### src/rtl/mem_load_sequencer.sv
// Power-up loader: streams CNN weights then the image into the CNN memory (single write port)
// and, independently, FC weights into the FC memory. Writes lag the accepting handshake by one
// cycle; per-region done flags rise together with the final write of each region.
module mem_load_sequencer #(
  parameter int unsigned DATA_W    = 16,
  parameter int unsigned CNN_WORDS = 50704,
  parameter int unsigned IMG_WORDS = 1024,
  parameter int unsigned FC_WORDS  = 11218,
  parameter int unsigned CNN_AW    = 16,
  parameter int unsigned FC_AW     = 14
) (
  input  logic              clk,
  input  logic              rst_n,
  input  logic              start,
  input  logic              cnn_valid,
  input  logic [DATA_W-1:0] cnn_data,
  output logic              cnn_ready,
  input  logic              img_valid,
  input  logic [DATA_W-1:0] img_data,
  output logic              img_ready,
  input  logic              fc_valid,
  input  logic [DATA_W-1:0] fc_data,
  output logic              fc_ready,
  output logic              cnn_mem_we,
  output logic [CNN_AW-1:0] cnn_mem_addr,
  output logic [DATA_W-1:0] cnn_mem_din,
  output logic              fc_mem_we,
  output logic [FC_AW-1:0]  fc_mem_addr,
  output logic [DATA_W-1:0] fc_mem_din,
  output logic              done_cnn,
  output logic              done_img,
  output logic              done_fc,
  output logic              busy,
  output logic              all_done
);

  typedef enum logic [1:0] {StIdle, StLoadCnn, StLoadImg, StDone} cnn_state_e;
  typedef enum logic [1:0] {FcIdle, FcLoad, FcDone} fc_state_e;

  localparam logic [CNN_AW-1:0] CnnLast = CNN_AW'(CNN_WORDS - 1);
  localparam logic [CNN_AW-1:0] ImgLast = CNN_AW'(IMG_WORDS - 1);
  // Image region sits directly above the CNN weights.
  localparam logic [CNN_AW-1:0] ImgBase = CNN_AW'(CNN_WORDS);
  localparam logic [FC_AW-1:0]  FcLast  = FC_AW'(FC_WORDS - 1);

  cnn_state_e        cnn_state_q, cnn_state_d;
  fc_state_e         fc_state_q, fc_state_d;
  logic [CNN_AW-1:0] cnn_cnt_q, cnn_cnt_d;
  logic [CNN_AW-1:0] img_cnt_q, img_cnt_d;
  logic [FC_AW-1:0]  fc_cnt_q, fc_cnt_d;
  logic              cnn_we_q, cnn_we_d;
  logic [CNN_AW-1:0] cnn_addr_q, cnn_addr_d;
  logic [DATA_W-1:0] cnn_din_q, cnn_din_d;
  logic              fc_we_q, fc_we_d;
  logic [FC_AW-1:0]  fc_addr_q, fc_addr_d;
  logic [DATA_W-1:0] fc_din_q, fc_din_d;
  logic              done_cnn_q, done_cnn_d;
  logic              done_img_q, done_img_d;
  logic              done_fc_q, done_fc_d;
  logic              all_done_q, all_done_d;

  logic start_ok;
  logic cnn_xfer, img_xfer, fc_xfer;

  // Readies come from state alone so a source can never combinationally loop through us.
  assign cnn_ready = (cnn_state_q == StLoadCnn);
  assign img_ready = (cnn_state_q == StLoadImg);
  assign fc_ready  = (fc_state_q == FcLoad);
  assign busy      = cnn_ready | img_ready | fc_ready;
  assign start_ok  = start & ~busy;

  assign cnn_xfer = cnn_valid & cnn_ready;
  assign img_xfer = img_valid & img_ready;
  assign fc_xfer  = fc_valid & fc_ready;

  // CNN-port FSM: weights, then image, through the one CNN memory write port.
  always_comb begin
    cnn_state_d = cnn_state_q;
    cnn_cnt_d   = cnn_cnt_q;
    img_cnt_d   = img_cnt_q;
    cnn_we_d    = 1'b0;
    cnn_addr_d  = cnn_addr_q;
    cnn_din_d   = cnn_din_q;
    done_cnn_d  = done_cnn_q;
    done_img_d  = done_img_q;
    unique case (cnn_state_q)
      StIdle, StDone: begin
        if (start_ok) begin
          cnn_state_d = StLoadCnn;
          cnn_cnt_d   = '0;
          img_cnt_d   = '0;
          done_cnn_d  = 1'b0;
          done_img_d  = 1'b0;
        end
      end
      StLoadCnn: begin
        if (cnn_xfer) begin
          cnn_we_d   = 1'b1;
          cnn_addr_d = cnn_cnt_q;
          cnn_din_d  = cnn_data;
          cnn_cnt_d  = cnn_cnt_q + CNN_AW'(1);
          if (cnn_cnt_q == CnnLast) begin
            cnn_state_d = StLoadImg;
            done_cnn_d  = 1'b1;
          end
        end
      end
      StLoadImg: begin
        if (img_xfer) begin
          cnn_we_d   = 1'b1;
          cnn_addr_d = ImgBase + img_cnt_q;
          cnn_din_d  = img_data;
          img_cnt_d  = img_cnt_q + CNN_AW'(1);
          if (img_cnt_q == ImgLast) begin
            cnn_state_d = StDone;
            done_img_d  = 1'b1;
          end
        end
      end
      default: cnn_state_d = StIdle;
    endcase
  end

  // FC FSM: runs concurrently with and independently of the CNN-port FSM.
  always_comb begin
    fc_state_d = fc_state_q;
    fc_cnt_d   = fc_cnt_q;
    fc_we_d    = 1'b0;
    fc_addr_d  = fc_addr_q;
    fc_din_d   = fc_din_q;
    done_fc_d  = done_fc_q;
    unique case (fc_state_q)
      FcIdle, FcDone: begin
        if (start_ok) begin
          fc_state_d = FcLoad;
          fc_cnt_d   = '0;
          done_fc_d  = 1'b0;
        end
      end
      FcLoad: begin
        if (fc_xfer) begin
          fc_we_d   = 1'b1;
          fc_addr_d = fc_cnt_q;
          fc_din_d  = fc_data;
          fc_cnt_d  = fc_cnt_q + FC_AW'(1);
          if (fc_cnt_q == FcLast) begin
            fc_state_d = FcDone;
            done_fc_d  = 1'b1;
          end
        end
      end
      default: fc_state_d = FcIdle;
    endcase
  end

  // all_done lags the last done flag by one cycle and drops with the flags on a new start.
  always_comb begin
    all_done_d = start_ok ? 1'b0 : (done_cnn_q & done_img_q & done_fc_q);
  end

  // State, counters and registered memory-port outputs.
  always_ff @(posedge clk or negedge rst_n) begin
    if (!rst_n) begin
      cnn_state_q <= StIdle;
      fc_state_q  <= FcIdle;
      cnn_cnt_q   <= '0;
      img_cnt_q   <= '0;
      fc_cnt_q    <= '0;
      cnn_we_q    <= 1'b0;
      cnn_addr_q  <= '0;
      cnn_din_q   <= '0;
      fc_we_q     <= 1'b0;
      fc_addr_q   <= '0;
      fc_din_q    <= '0;
      done_cnn_q  <= 1'b0;
      done_img_q  <= 1'b0;
      done_fc_q   <= 1'b0;
      all_done_q  <= 1'b0;
    end else begin
      cnn_state_q <= cnn_state_d;
      fc_state_q  <= fc_state_d;
      cnn_cnt_q   <= cnn_cnt_d;
      img_cnt_q   <= img_cnt_d;
      fc_cnt_q    <= fc_cnt_d;
      cnn_we_q    <= cnn_we_d;
      cnn_addr_q  <= cnn_addr_d;
      cnn_din_q   <= cnn_din_d;
      fc_we_q     <= fc_we_d;
      fc_addr_q   <= fc_addr_d;
      fc_din_q    <= fc_din_d;
      done_cnn_q  <= done_cnn_d;
      done_img_q  <= done_img_d;
      done_fc_q   <= done_fc_d;
      all_done_q  <= all_done_d;
    end
  end

  assign cnn_mem_we   = cnn_we_q;
  assign cnn_mem_addr = cnn_addr_q;
  assign cnn_mem_din  = cnn_din_q;
  assign fc_mem_we    = fc_we_q;
  assign fc_mem_addr  = fc_addr_q;
  assign fc_mem_din   = fc_din_q;
  assign done_cnn     = done_cnn_q;
  assign done_img     = done_img_q;
  assign done_fc      = done_fc_q;
  assign all_done     = all_done_q;

endmodule

### config.mk
export PLATFORM = sky130hd
export DESIGN_NAME = mem_load_sequencer
export DESIGN_NICKNAME = d
export VERILOG_FILES = /design/src/rtl/mem_load_sequencer.sv
export SDC_FILE = /design/constraint.sdc
export NUM_CORES = 1
export LEC_CHECK = 0
export CAP_MARGIN = 20
export CORE_MARGIN = 2
export CORE_UTILIZATION = 46
export DETAILED_ROUTE_END_ITERATION = 10
export PLACE_DENSITY = 0.76
export SKIP_CTS_REPAIR_TIMING = 1
export SKIP_LAST_GASP = 1
export SYNTH_ARGS = -nofsm -noshare
export SYNTH_HDL_FRONTEND = slang
export SYNTH_SLANG_ARGS = --single-unit
### constraint.sdc
create_clock -name clk -period 2 [get_ports clk]
set_input_delay 0.5 -clock clk [delete_from_list [all_inputs] [get_ports clk]]
set_output_delay 0.5 -clock clk [all_outputs]
set_load 0.03 [all_outputs]
Yosys cells after proc, flatten, opt, wreduce, memory -nomap -nowiden
Index checks and enable logic that the tools add are counted.
{ "totals": {"in_bits": 54, "ff_bits": 118} }
{ "classes": {"add_sub_neg": 4, "n_bitwise": 9, "reduce_logical": 18, "eq_ne": 16, "mux": 39} }
{ "ops": {"columns": ["op", "count"], "rows": [
  ["16-bit one-hot mux with 2 select lines", 4],
  ["16-bit 2-to-1 mux", 7],
  ["16-bit by 1-bit adder with 16-bit output, second input constant", 2],
  ["14-bit 2-to-1 mux", 2],
  ["14-bit one-hot mux with 2 select lines", 1],
  ["16-bit adder, first input constant", 1],
  ["16-bit by 10-bit equality test with 1-bit output, second input constant", 1],
  ["16-bit equality test, second input constant", 1],
  ["3-bit AND reduction", 5],
  ["14-bit by 1-bit adder with 14-bit output, second input constant", 1],
  ["14-bit equality test, second input constant", 1],
  ["2-bit 2-to-1 mux", 7],
  ["1-bit 2-to-1 mux", 12],
  ["2-bit by 1-bit inequality test with 1-bit output, second input constant", 6],
  ["4-bit AND reduction", 3],
  ["1-bit one-hot mux with 2 select lines", 4],
  ["2-bit nonzero test", 4],
  ["1-bit AND", 6],
  ["2-bit equality test, second input constant", 3],
  ["2-bit one-hot mux with 3 select lines", 1],
  ["5-bit AND reduction", 1],
  ["2-bit by 1-bit equality test with 1-bit output, second input constant", 2],
  ["2-bit logical NOT", 2],
  ["2-bit inequality test, second input constant", 2],
  ["5 further kinds", 7]
]} }

Depth between registers and ports, before layout
Gate-level depths: netlist of run 1.
{ "logic_depth": {"ltp_word": 7, "mapped_depth": 10, "ltp_nobuf": 7} }

Least setup slack after synthesis of run 1
Ideal clock, no wire load.
{ "synth_timing": {"path_kind": "reg2reg", "start": "register cnn_state_q[1]", "end": "register cnn_addr_q[10], in the netlist cnn_mem_addr[10]", "path_buffers": 4, "period_less_slack_ns": 2.169, "arrival_time_ns": 2.036, "setup_ns": 0.133, "stages_incl_launch_ff": 11, "slack_ns": -0.169, "path_cell_list": "dfrtp_1 > inv_1 > ha_1 > clkbuf_8 > nor2_1 > or3_1 > clkbuf_1 > clkbuf_1 > clkbuf_1 > nand2_1 > o21ai_0"} }
{ "synth_between": {"elab_chain_len": 4} }
{ "synth_rtl": {"columns": ["element", "line", "source"], "rows": [
  ["start: declaration", "46", "cnn_state_e cnn_state_q, cnn_state_d;"],
  ["start signal: assignment", "164", "cnn_state_q <= StIdle;"],
  ["start signal: assignment", "180", "cnn_state_q <= cnn_state_d;"],
  ["2-bit by 1-bit equality test with 1-bit output (*)", "66", "assign cnn_ready = (cnn_state_q == StLoadCnn);"],
  ["net cnn_ready", "17", "output logic cnn_ready,"],
  ["1-bit AND", "72", "assign cnn_xfer = cnn_valid & cnn_ready;"],
  ["2-bit by 1-bit inequality test with 1-bit output (no source line)", null, null],
  ["3-bit AND reduction (no source line)", null, null],
  ["end signal: assignment", "186", "cnn_addr_q <= cnn_addr_d;"],
  ["end: declaration", "52", "logic [CNN_AW-1:0] cnn_addr_q, cnn_addr_d;"]
]} }
Mark *: on every way through the listed nets, which the timed path passes. The rest lies on a longest branch.
A chain may end at the register's enable or synchronous reset.

Worst setup path in the final report of run 1
{ "layout_timing": {"start": "register cnn_state_q[1]", "end": "register img_cnt_q[14]"} }
{ "layout_between": {"elab_chain_len": 7} }
{ "layout_rtl": {"columns": ["element", "line", "source"], "rows": [
  ["2-bit by 1-bit equality test with 1-bit output or 2-bit equality test (tied branches)", "66, 67, 86", null],
  ["1-bit bitwise OR (2 in series)", "69", "assign busy = cnn_ready | img_ready | fc_ready;"],
  ["1-bit NOT", "70", "assign start_ok = start & ~busy;"],
  ["1-bit AND", "70", null],
  ["2-bit inequality test (no source line)", null, null],
  ["3-bit AND reduction (no source line)", null, null],
  ["end signal: assignment", "183", "img_cnt_q <= img_cnt_d;"],
  ["end: declaration", "49", "logic [CNN_AW-1:0] img_cnt_q, img_cnt_d;"]
]} }
Parallel ways exist; a longest one is shown, timed or not.

==> flow_metrics.env, run 1 <==
export IMPL_synthArstFlopShare_pct=100
export IMPL_power_total_mw=6.26
export IMPL_io_buffers=125
export IMPL_reg2reg_from="cnn_state_q[1]$_DFFE_PN0P_"
export IMPL_yosys_warnings=0
export IMPL_rsz0062_at_grt="true"
export IMPL_nFillCells=1013
export IMPL_cts_buffer_depth=2
export IMPL_antenna_left=0
export IMPL_die_y_um=117
export IMPL_grt_pass1_vias=5526
export IMPL_worst_slack_ps=36.6
export IMPL_rows=41
export IMPL_nets=871
export IMPL_end_kind="register"
export IMPL_worst_r2r_endpoint="img_cnt_q[14]$_DFFE_PN0P_"
export IMPL_drive_gt1_share_pct=16.6
export IMPL_yosys_area_top_type="dfrtp_1"
export IMPL_drt_iter0_drc=361
export IMPL_synth_seq_cells=118
export IMPL_rrSetupSlack_ps=40
export IMPL_crit_arrival_ps=2300
export IMPL_worstPathMaxFanout=7
export IMPL_critical_path_max_stage_delay_ps=560
export IMPL_ys_flop_type="dfrtp_1"
export IMPL_synth_edf_count=0
export IMPL_critPathKind="reg -> reg"
export IMPL_antenna_found_initial=0
export IMPL_synth_simple_area_share_pct=23.2
export IMPL_syn_area_sq_mm=0.00586
export IMPL_synth_top_area_share_pct=50.4
export IMPL_finalClockSkew_ps=7.77
export IMPL_synth_fa_ha_area_share_pct=1.71
export IMPL_vdd_ir_drop_max_v=0.000704
export IMPL_synth_top_family_by_area="simple AND/OR/NAND/NOR gates"
export IMPL_hold_class="in -> async"
export IMPL_routed_via_density=5.42
export IMPL_path_clk_slew_ps=50
export IMPL_cp_required_ps=2340
export IMPL_dp_hpwl_mm=11.2
export IMPL_cts_tree="done"
export IMPL_p_per_area_mw_per_mm2=740
export IMPL_fin_crit_sh_pct=98.2
export IMPL_place_area_sq_mm=0.00763
export IMPL_io_pins=126
export IMPL_gp_congestion=0.872
export IMPL_status="completed"
export IMPL_post_place_ws_ps=-354
export IMPL_coreArea_sq_mm=0.0125
export IMPL_max_cap_violations=0
export IMPL_netlist_top_cells_area="dfrtp_1 (50%), nand2_1 (9.6%), mux2i_1 (5.5%)"
export IMPL_syn2layout_area_growth_pct=44.2
export IMPL_fmax_ghz=0.509
export IMPL_drv_slew=0
export IMPL_startpoint_type="register"
export IMPL_setup_viol=0
export IMPL_n_antenna_cell=0
export IMPL_crit_family="simple AND/OR/NAND/NOR gates"
export IMPL_first_pass_iters=5
export IMPL_synth_compound_area_share_pct=10.6
export IMPL_cp_buffers_inverters=2
export IMPL_min_period_ps=1960
export IMPL_yosysUniqueCellTypes=60
export IMPL_critPathSlowestCell="or4_4"
export IMPL_rr_worst_depth=7
export IMPL_drc=0
export IMPL_multi_input_area_sq_mm=0.00281
export IMPL_final_area_sq_mm=0.00846
export IMPL_grt_overflow=0
export IMPL_syn_inst=628
export IMPL_muxShareOfSynthArea_pct=5.65
export IMPL_grt_max_degree=119
export IMPL_path_cells="ha_4, buf_8, o21ai_4, buf_6, nand4_1, or4_4, a21oi_2"
export IMPL_cts_inserted_buffers=17
export IMPL_finalHoldViolations=0
export IMPL_die_x_um=117
export IMPL_insertion_delay_ps=410
export IMPL_max_slew_margin_pct=59.1
export IMPL_wire_per_inst_um=16.0
export IMPL_grt_usage_pct=24.2
export IMPL_postSynthNetCount=690
export IMPL_synth_xor_area_share_pct=4.33
export IMPL_tightest_slew_ps=614
export IMPL_totalWireLength_mm=15.9
export IMPL_seq_area_frac_synth_pct=50.4
export IMPL_dieArea_sq_mm=0.0137
export IMPL_initial_core_util_pct=46.9
export IMPL_syn_avg_cell_area_sq_um=9.34
export IMPL_htreeDepth=4
export IMPL_leakagePower_nw=3.89
export IMPL_cts_root_buf="clkbuf_16"
export IMPL_grt_pass1_wl_mm=25.8
export IMPL_vias=5381
export IMPL_seqCellArea_sq_mm=0.00295
export IMPL_cts_sinks=118
-- worst max-delay path by stage --
stage	start	slack (ps)	end	cells past startpoint
floorplan	cnn_state_q[0]$_DFFE_PN0P_	7	cnn_mem_addr[0]$_DFFE_PN0P_	6
global placement	start	-300	cnn_cnt_q[5]$_DFFE_PN0P_	6
detailed placement	start	-350	cnn_cnt_q[5]$_DFFE_PN0P_	6
CTS	cnn_state_q[0]$_DFFE_PN0P_	-170	busy	5
global route	fc_state_q[1]$_DFFE_PN0P_	-60	img_cnt_q[14]$_DFFE_PN0P_	8
finish	cnn_state_q[1]$_DFFE_PN0P_	40	img_cnt_q[14]$_DFFE_PN0P_	7
-- report_power, final --
part | internal (mW) | switching (mW)
registers | 2.53 | 0.126
logic | 0.338 | 0.413
clock network | 1.86 | 0.997
total | 4.73 | 1.54
-- cell usage in the layout, fill, tap and decap left out, types with 3 or more instances in the layout --
cell type        Yosys  routed
dfrtp_1            118     118
o21a_1               3       3
nand3_1             27      26
a21oi_2              0       3
ha_1                 8       5
nand4_1             12      12
a21oi_1             19      16
nor3_1               6       6
nor2_2               0       3
nand2_1            150     149
clkbuf_8             4       5
o21ai_0             54      53
and3_1               7       7
nor2b_1              3       3
a31oi_1              3       3
mux2i_1             32      32
clkbuf_1            23       6
nor4_1               6       6
clkbuf_16            0      17
inv_2                1       3
or3_1                7       6
buf_6                1       6
xnor2_1             10      10
or4_1                7       6
nand3b_1             5       5
buf_4                0      67
nor2_1              38      35
clkdlybuf4s50_1      0     112
inv_1               13      11
xor2_1              19      19
buf_12               0       3
dlymetal6s2s_1       0       8
-- through the flow --
step                      TNS, ps  cells  util, %  hold WS (ps)
after floorplan                 0    628        -           204
after global placement      -9590    950     60.9           457
after detailed placement   -12050    950     60.9           459
after CTS                   -1990    981     65.4           213
after global routing         -106    993     67.6           208
final                           0    993     67.6           169
-- area by class of cell --
class                           count  area share [%]
Clock buffer                       28            6.11
Multi-Input combinational cell    460            33.2
Inverter                           14           0.621
Clock inverter                      3           0.473
Timing Repair Buffer              198            22.1
Tap cell                          172            2.54
Sequential cell                   118            34.9
-- synthesized netlist by cell type, drive strengths merged (4+ instances only) --
master,number
xnor2,10
clkbuf,28
nand4,14
and4,4
nand3,27
or4,7
nor4,6
a21oi,19
dfrtp,118
o31ai,4
nor2,38
xor2,19
ha,8
and3,7
buf,8
mux2i,32
nand2,150
nand3b,5
or3,7
inv,14
o21ai,55
nor2b,4
nor3,6
-- cells by family (layout without fill, tap and decap cells) --
| kind of cell | after synthesis | count (layout) |
|---|---|---|
| compound gates | 104 | 104 |
| xor+xnor | 29 | 29 |
| fa+ha+maj | 8 | 8 |
| buf+inv | 50 | 243 |
| flops | 118 | 118 |
| mux | 33 | 33 |
| simple gates | 286 | 286 |
-- sequential cells by signal, summed over array words and instances, names as in the netlist --
signal        cells
all_done          1
cnn_cnt_q        16
cnn_mem_addr     16
cnn_mem_din      16
cnn_mem_we        1
cnn_state_q       2
done_cnn          1
done_fc           1
done_img          1
fc_cnt_q         14
fc_mem_addr      14
fc_mem_din       16
fc_mem_we         1
fc_state_q        2
img_cnt_q        16
-- per-layer routing --
layer	track usage (%)	wire, um
met4	9.02	317
met5	0	0
met1	29.2	6310
met3	6.39	1100
met2	41.7	8190
(Power assumes the default switching activity.)
==> inputs of run 2 (changes only) <==
- ABC_CLOCK_PERIOD_IN_PS: not set -> 2000
==> results of run 2 <==
The final DEF is identical to that of run 1; final timing and power are the same.
==> inputs of run 3 (changes only) <==
- CORE_MARGIN: 2 -> not set
==> flow_metrics.env, run 3 (synthesized netlist as in run 1, its figures left out) <==
export IMPL_drc=0
export IMPL_grt_max_degree=50
export IMPL_startpoint="cnn_state_q[0]$_DFFE_PN0P_"
export IMPL_p_sw_mw=1.52
export IMPL_routed_via_density=5.26
export IMPL_crit_arrival_ps=2310
export IMPL_max_slew_margin_pct=68.2
export IMPL_io_buffers=125
export IMPL_antenna_found_initial=0
export IMPL_totalWireLength_mm=15.4
export IMPL_rows=40
export IMPL_drive_gt1_share_pct=15.3
export IMPL_power_frac_clock_pct=45.0
export IMPL_combPwrFrac_pct=12.3
export IMPL_internal_power_mw=4.69
export IMPL_initial_core_util_pct=48.0
export IMPL_n_antenna_cell=0
export IMPL_reg2reg_from="cnn_state_q[0]$_DFFE_PN0P_"
export IMPL_antenna_left=0
export IMPL_final_common_cell="nand2_1"
export IMPL_io_pins=126
export IMPL_nets=870
export IMPL_cp_required_ps=2350
export IMPL_finalHoldViolations=0
export IMPL_cp_endpoint="cnn_mem_addr[15]$_DFFE_PN0P_"
export IMPL_leakagePower_nw=3.85
export IMPL_rrSetupSlack_ps=40
export IMPL_nFillCells=974
export IMPL_htreeDepth=4
export IMPL_grt_pass1_vias=5231
export IMPL_die_x_um=115
export IMPL_cts_buffer_depth=2
export IMPL_cts_root_buf="clkbuf_16"
export IMPL_rsz0062_at_grt="true"
export IMPL_place_area_sq_mm=0.00765
export IMPL_hold_worst_slack_ps=22.4
export IMPL_tightest_slew_ps=477
export IMPL_grt_usage_pct=24.5
export IMPL_grt_overflow=0
export IMPL_rr_worst_depth=7
export IMPL_status="completed"
export IMPL_finalClockSkew_ps=7.80
export IMPL_die_y_um=115
export IMPL_end_kind="register"
export IMPL_wire_per_inst_um=15.6
export IMPL_final_area_sq_mm=0.00841
export IMPL_hold_class="in -> async"
export IMPL_vias=5192
export IMPL_p_per_area_mw_per_mm2=739
export IMPL_coreArea_sq_mm=0.0122
export IMPL_cts_sinks=118
export IMPL_critPathKind="reg -> reg"
export IMPL_syn2layout_area_growth_pct=43.4
export IMPL_first_pass_iters=4
export IMPL_worst_r2r_endpoint="cnn_mem_addr[15]$_DFFE_PN0P_"
export IMPL_p_seq_share_pct=42.7
export IMPL_cts_tree="done"
export IMPL_fin_crit_sh_pct=98.1
export IMPL_vdd_ir_drop_max_v=0.000481
export IMPL_grt_pass1_wl_mm=24.9
export IMPL_fmax_ghz=0.510
export IMPL_mostFrequentLayoutCells="nand2_1 (149), dfrtp_1 (118), clkdlybuf4s50_1 (117), buf_4 (68), o21ai_0 (54)"
export IMPL_gp_congestion=0.890
export IMPL_worstPathMaxFanout=6
export IMPL_dieArea_sq_mm=0.0132
export IMPL_startpoint_type="register"
export IMPL_max_cap_violations=0
export IMPL_cts_inserted_buffers=17
export IMPL_min_period_ps=1960
export IMPL_insertion_delay_ps=410
export IMPL_power_total_mw=6.21
export IMPL_drv_slew=0
export IMPL_dp_hpwl_mm=11.4
export IMPL_sw_frac_of_total_pct=24.5
export IMPL_path_clk_slew_ps=50
export IMPL_drt_iter0_drc=251
export IMPL_setup_viol=0
## run 3: cell type report
| type | count | area, sq um | share of cell area, % |
|---|---|---|---|
| tap | 168 | 210 | 2.50 |
| clock buffer | 26 | 499 | 5.94 |
| timing repair buffer | 197 | 1880 | 22.4 |
| sequential | 118 | 2950 | 35.1 |
| inverter | 14 | 52.6 | 0.625 |
| clock inverter | 4 | 45.0 | 0.536 |
| multi-input combinational | 460 | 2770 | 32.9 |
## run 3: through the flow
step	TNS (ps)	utilization [%]	setup WS [ps]	std cells
2_1_floorplan	0	-	6.99	628
3_3_place_gp	-9560	62.6	-287	949
3_5_place_dp	-11480	62.6	-372	949
4_1_cts	-1690	67.1	-299	979
5_1_grt	-155	68.8	-49.9	987
6_report	0	68.8	38.6	987
## run 3: power groups by stage
stage / registers, mW / clock network [mW] / logic (mW)
after CTS: 2.65 / 2.85 / 0.769
after global routing: 2.67 / 2.95 / 0.831
after global placement: 2.68 / 0 / 0.742
after detailed placement: 2.68 / 0 / 0.767
after floorplan: 2.83 / 0 / 0.179
final: 2.65 / 2.80 / 0.764
## run 3: worst min-delay path by stage
stage                                      startpoint                      endpoint  slack, ps  cells past startpoint
after floorplan                                 rst_n            all_done$_DFF_PN0_        200                      0
after global placement    cnn_mem_addr[6]$_DFFE_PN0P_   cnn_mem_addr[6]$_DFFE_PN0P_        450                      2
after detailed placement                        rst_n  cnn_mem_addr[15]$_DFFE_PN0P_        460                      1
after CTS                                       rst_n  cnn_mem_addr[15]$_DFFE_PN0P_         20                      1
after global routing                            rst_n  cnn_mem_addr[15]$_DFFE_PN0P_         50                      1
final                                           rst_n  cnn_mem_addr[15]$_DFFE_PN0P_         20                      1
## run 3: critical path, stage by stage (launching register included)
cell and delay, ps:
dfrtp_1 380, buf_4 150, ha_4 180, nor2b_4 140
or3_1 430, or3_1 320, mux2i_1 140, a311o_1 150
## run 3: metal layers
| layer | routed length, um | global-route usage, % | part of all wire (%) | up-vias |
|---|---|---|---|---|
| met3 | 728 | 5.54 | 4.7 | 25 |
| met4 | 311 | 10.6 | 2.0 | 0 |
| li1 | - | - | - | 2530 |
| met1 | 6600 | 29.1 | 43 | 2490 |
| met5 | 0 | 0 | 0 | - |
| met2 | 7760 | 42.7 | 50 | 147 |
==> RTL change 1, RTL diff (flow settings as in run 3) <==
Set the parameter `CNN_AW` to 18 (it was 16).
--- a/src/rtl/mem_load_sequencer.sv
+++ b/src/rtl/mem_load_sequencer.sv
@@ -6,7 +6,7 @@
   parameter int unsigned CNN_WORDS = 50704,
   parameter int unsigned IMG_WORDS = 1024,
   parameter int unsigned FC_WORDS  = 11218,
-  parameter int unsigned CNN_AW    = 16,
+  parameter int unsigned CNN_AW    = 18,
   parameter int unsigned FC_AW     = 14
 ) (
   input  logic              clk,
Ports: changed (resized cnn_mem_addr); port bits go from 126 to 128. The function was not compared with the original's and may differ.
==> RTL change 1 against run 3 <==
- cell count rose by 5.7%
- clock skew increased by 0.00077 ns
- worst setup slack lost 0.16 ns
- count of clock-buffer cells in the layout decreased by 5
- final area is 6.4% higher
- routed wire length up 13%
- via count rose by 11%
- first-iteration DRC count rose by 32%
- area after synthesis rose by 4.2%
- total power grew 6.6%
- largest power group unchanged
- sequential cell count grew 6
- clock power grew 11%
- the flow now finishes with violations (negative setup slack)
==> RTL change 1: results (changes against run 3) <==
[power]
comb-power_uw=753  ; -1%
power_leakage_nw=3.99  ; +3.7%
pwr-share-seq=0.419  ; -0.008
swShare=0.250  ; +0.00469
vdd_ir_drop_max_mv=0.816  ; +70%

[routing]
drtIter0Drc=331  ; +32%
first_pass_iters=5  ; +1
wl_per_cell_um=16.6  ; +6.6%

[grt]
grt_antenna_before_repair=0  ; unchanged
grt_pass1_vias=5532  ; +5.8%
grt_first_pass_wirelength_um=26700  ; +7.3%
grt_start_max_net_pins=84  ; +68%
track_usage=0.253  ; +0.00779

[yosys]
synth_cell_type_count=46  ; -23%
muxShareOfSynthArea=0.0475  ; -0.00903
synthesis.nets=730  ; +5.8%
yosys-top-cells-area=dfrtp_1 (51%), nand2_1 (9.7%), o21ai_0 (5.0%), mux2i_1 (4.8%), nor2_1 (2.1%)
synth_adder_area_share=0.0164  ; -0.000685
ys_top_cells_by_count=nand2_1 (158), dfrtp_1 (124), o21ai_0 (61)
synth-compound-area-share=0.119  ; +0.0125

[timing]
clock_skew_ns=0.00856  ; +0.000766 ns
tns_ns=-1.57  ; -1.57 ns
layout_setup_ws_ns=-0.118  ; -0.157 ns
setup_viol=43  ; +43
tightest_slew_ns=0.514  ; +0.0375 ns

[run_status]
status=finished with violations
violations=negative setup slack

[worst_setup_path]
worst_r2r_path_depth=6  ; -1
crit_fanout=8  ; +2
cp_slowest_cell=or4_4
max_stage_delay_ns=0.54  ; +0.11 ns
arrival_ns=2.46  ; +0.15 ns
reg2reg_to=cnn_cnt_q[12]$_DFFE_PN0P_
timing.rr.start=cnn_state_q[1]$_DFFE_PN0P_

[place]
place_area_um2=8040  ; +5.1%
post-dp-hpwl_um=11700  ; +2.9%
gp_congestion=0.904  ; +1.7%

[cells_and_area]
fin_nets=920  ; +5.7%
layout-drive-gt1-share=0.171  ; +0.0184

[clock_network]
clock-root-buffer=clkbuf_16

## RTL change 1: how the worst max path moves through the flow
stage	startpoint	endpoint	slack, ns	cells past startpoint
2_1_floorplan	cnn_state_q[0]$_DFFE_PN0P_	cnn_cnt_q[13]$_DFFE_PN0P_	-0.05	8
3_3_place_gp	start	img_cnt_q[15]$_DFFE_PN0P_	-0.40	5
5_1_grt	cnn_state_q[1]$_DFFE_PN0P_	cnn_cnt_q[12]$_DFFE_PN0P_	-0.17	6
6_report	cnn_state_q[1]$_DFFE_PN0P_	cnn_cnt_q[12]$_DFFE_PN0P_	-0.12	6
4_1_cts	fc_state_q[1]$_DFFE_PN0P_	fc_ready	-0.36	3
3_5_place_dp	start	cnn_cnt_q[7]$_DFFE_PN0P_	-0.44	6
## RTL change 1: layout make-up
type / instances / area share
clock buffer: 21 / 0.0504
tap: 172 / 0.0241
multi-input combinational: 492 / 0.329
timing repair buffer: 206 / 0.225
sequential: 124 / 0.347
clock inverter: 11 / 0.0161
inverter: 17 / 0.00770
## RTL change 1: routing by layer
layer	wire [um]	part of all wire	track usage	up-vias
li1	-	-	-	2716
met5	0	0	0	-
met1	7280	0.42	0.314	2814
met4	380	0.022	0.0861	0
met3	1270	0.073	0.0685	31
met2	8420	0.49	0.425	221
## RTL change 1: stage by stage
stage	instances	setup WS, ns	utilization	hold slack, ns	power [mW]
6_report	1043	-0.118	0.700	0.127	6.62
5_1_grt	1043	-0.166	0.700	0.157	6.85
4_1_cts	1031	-0.358	0.676	0.137	6.66
3_5_place_dp	999	-0.439	0.629	0.462	3.56
3_3_place_gp	999	-0.399	0.629	0.458	3.54
2_1_floorplan	668	-0.0478	-	0.204	3.14
==> RTL change 2, RTL diff (config.mk and constraints of run 3) <==
Without the edit above. Encoding of `cnn_state_e`: now one-hot (4 bits for 4 states).
--- a/src/rtl/mem_load_sequencer.sv
+++ b/src/rtl/mem_load_sequencer.sv
@@ -34,7 +34,7 @@
   output logic              all_done
 );
 
-  typedef enum logic [1:0] {StIdle, StLoadCnn, StLoadImg, StDone} cnn_state_e;
+  typedef enum logic [3:0] {StIdle = 4'b0001, StLoadCnn = 4'b0010, StLoadImg = 4'b0100, StDone = 4'b1000} cnn_state_e;
   typedef enum logic [1:0] {FcIdle, FcLoad, FcDone} fc_state_e;
 
   localparam logic [CNN_AW-1:0] CnnLast = CNN_AW'(CNN_WORDS - 1);
Check against the original RTL: no difference found for any inputs over 4 cycles, from zero or initial values and one cycle with rst_n low; so few cycles prove little.
==> RTL change 2 against run 3 <==
- first-iteration DRC count fell by 13%
- total power increased by 14%
- routed wire length down 5.3%
- die area down 3.6%
- highest routed layer unchanged
- synthesized cell count grew 1.1%
- area after synthesis decreased by 3.6%
- maximum frequency is 1.7% lower
- count of clock-buffer cells in the layout shrank 2
- clock power up 11%
- critical endpoint is now cnn_ready
- final area down 5.1%
- combinational power grew 51%
- sequential power is 7% higher
- sequential cell count up 2
- worst setup slack worse by 0.035 ns
==> RTL change 2: results (changes against run 3) <==
[run_status]
status=complete, no violations

[place]
post-dp-hpwl_um=10000  ; -12%
pre_cts_slack_ns=-0.175  ; +0.197 ns
gp_congestion=0.847  ; -4.8%

[yosys]
ys_seq_area_frac=0.532  ; +0.0281
synthesis.nets=694  ; +0.58%
ys_warn_count=0  ; unchanged
ys_top_cells_by_count=nand2_1 (182), dfrtp_1 (119), nor2_1 (60)
yosys-top-cells-area=dfrtp_1 (53%), nand2_1 (12%), nor2_1 (4.0%), o21ai_0 (3.8%), nand3_1 (2.8%)
synth_cell_type_count=53  ; -12%
synthFlopType=dfrtp_1
post_synth_inst_count=635  ; +1.1%

[grt]
grt_pass1_vias=5157  ; -1.4%
grt_antenna_before_repair=0  ; unchanged
track_usage=0.242  ; -0.00260
grt_first_pass_wirelength_um=24200  ; -2.5%
grt_start_max_net_pins=50  ; unchanged

[clock_network]
clk_pin_slew_ns=0.05  ; about the same
clock-root-buffer=clkbuf_16
cts_buffer_depth=2  ; unchanged
clock_latency_ns=0.41  ; about the same

[routing]
drtIter0Drc=218  ; -13%
viasPerCell=5.46  ; +3.8%
first_pass_iters=5  ; +1
wl_per_cell_um=15.4  ; -1.3%

[cells_and_area]
fillers=997  ; +2.4%
fin_nets=846  ; -2.8%
layout-drive-gt1-share=0.118  ; -0.0351
diodes=0  ; unchanged

[timing]
slew_headroom=0.638  ; -0.0432
layout_setup_ws_ns=0.00377  ; -0.0349 ns
clock_skew_ns=0.00868  ; +0.000886 ns

[worst_setup_path]
cp_slowest_cell=dfstp_2
crit_fanout=5  ; -1
critical-path-top-delay-family=flip-flops
reg2reg_slack_ns=0.08  ; +0.04 ns
endpoint=cnn_ready
max_stage_delay_ns=0.56  ; +0.13 ns
arrival_ns=1.50  ; -0.81 ns
worst_r2r_path_depth=7  ; unchanged
reg2reg_to=cnn_state_q[3]$_DFFE_PN0P_
timing.rr.start=cnn_cnt_q[0]$_DFFE_PN0P_
cp-startpoint=cnn_state_q[0]$_DFFE_PN1P_

[power]
power_leakage_nw=3.82  ; -0.56%
vdd_ir_drop_max_mv=0.547  ; +14%
swShare=0.262  ; +0.0169

[min_path]
hp-class=primary input to async pin

## RTL change 2: final cells by class
cell class / instances / area (um^2) / area share
Timing Repair Buffer: 166 / 1640 / 0.206
Clock inverter: 8 / 118 / 0.0147
Sequential cell: 120 / 3000 / 0.377
Tap cell: 147 / 184 / 0.0231
Multi-Input combinational cell: 473 / 2500 / 0.314
Clock buffer: 24 / 492 / 0.0617
Inverter: 9 / 36.3 / 0.00455
## RTL change 2: power by group through the flow
stage	logic, mW	registers, mW	clock network [mW]
final	1.15	2.83	3.10
after global routing	1.24	2.86	3.29
after CTS	1.12	2.83	3.18
after detailed placement	1.11	2.86	0
after global placement	1.08	2.85	0
after floorplan	0.320	3.08	0
## RTL change 2: worst min path at each step
stage	startpoint	end	slack, ns	cells past startpoint
floorplan	rst_n	all_done$_DFF_PN0_	0.20	0
global placement	fc_mem_din[10]$_DFFE_PN0P_	fc_mem_din[10]$_DFFE_PN0P_	0.46	2
detailed placement	fc_mem_din[2]$_DFFE_PN0P_	fc_mem_din[2]$_DFFE_PN0P_	0.46	2
CTS	rst_n	fc_mem_din[11]$_DFFE_PN0P_	0.04	1
global route	rst_n	done_fc$_DFFE_PN0P_	0.06	1
finish	rst_n	img_cnt_q[13]$_DFFE_PN0P_	0.04	1
## RTL change 2: per-layer routing
| metal | track usage | wire length, um |
|---|---|---|
| met5 | 0 | 0 |
| met4 | 0.0960 | 278 |
| met3 | 0.0728 | 964 |
| met2 | 0.398 | 6990 |
| met1 | 0.301 | 6350 |
## RTL change 2: through the flow
step	util	total power, mW	instances	cell area (um^2)
after floorplan	-	3.40	635	5650
after global placement	0.605	3.93	910	7260
after detailed placement	0.605	3.97	910	7260
after CTS	0.656	7.12	942	7870
after global routing	0.664	7.38	947	7980
final	0.664	7.08	947	7980
## RTL change 2: logic make-up after synthesis
kind of cell,after synthesis,synth area share
XOR/XNOR,20,0.0310
AND/OR/NAND/NOR,323,0.254
multiplexers,9,0.0159
buffers and inverters,42,0.0310
AO/OA/AOI/OAI,116,0.126
adder cells (fa/ha/maj),5,0.0111
flip-flops,120,0.532
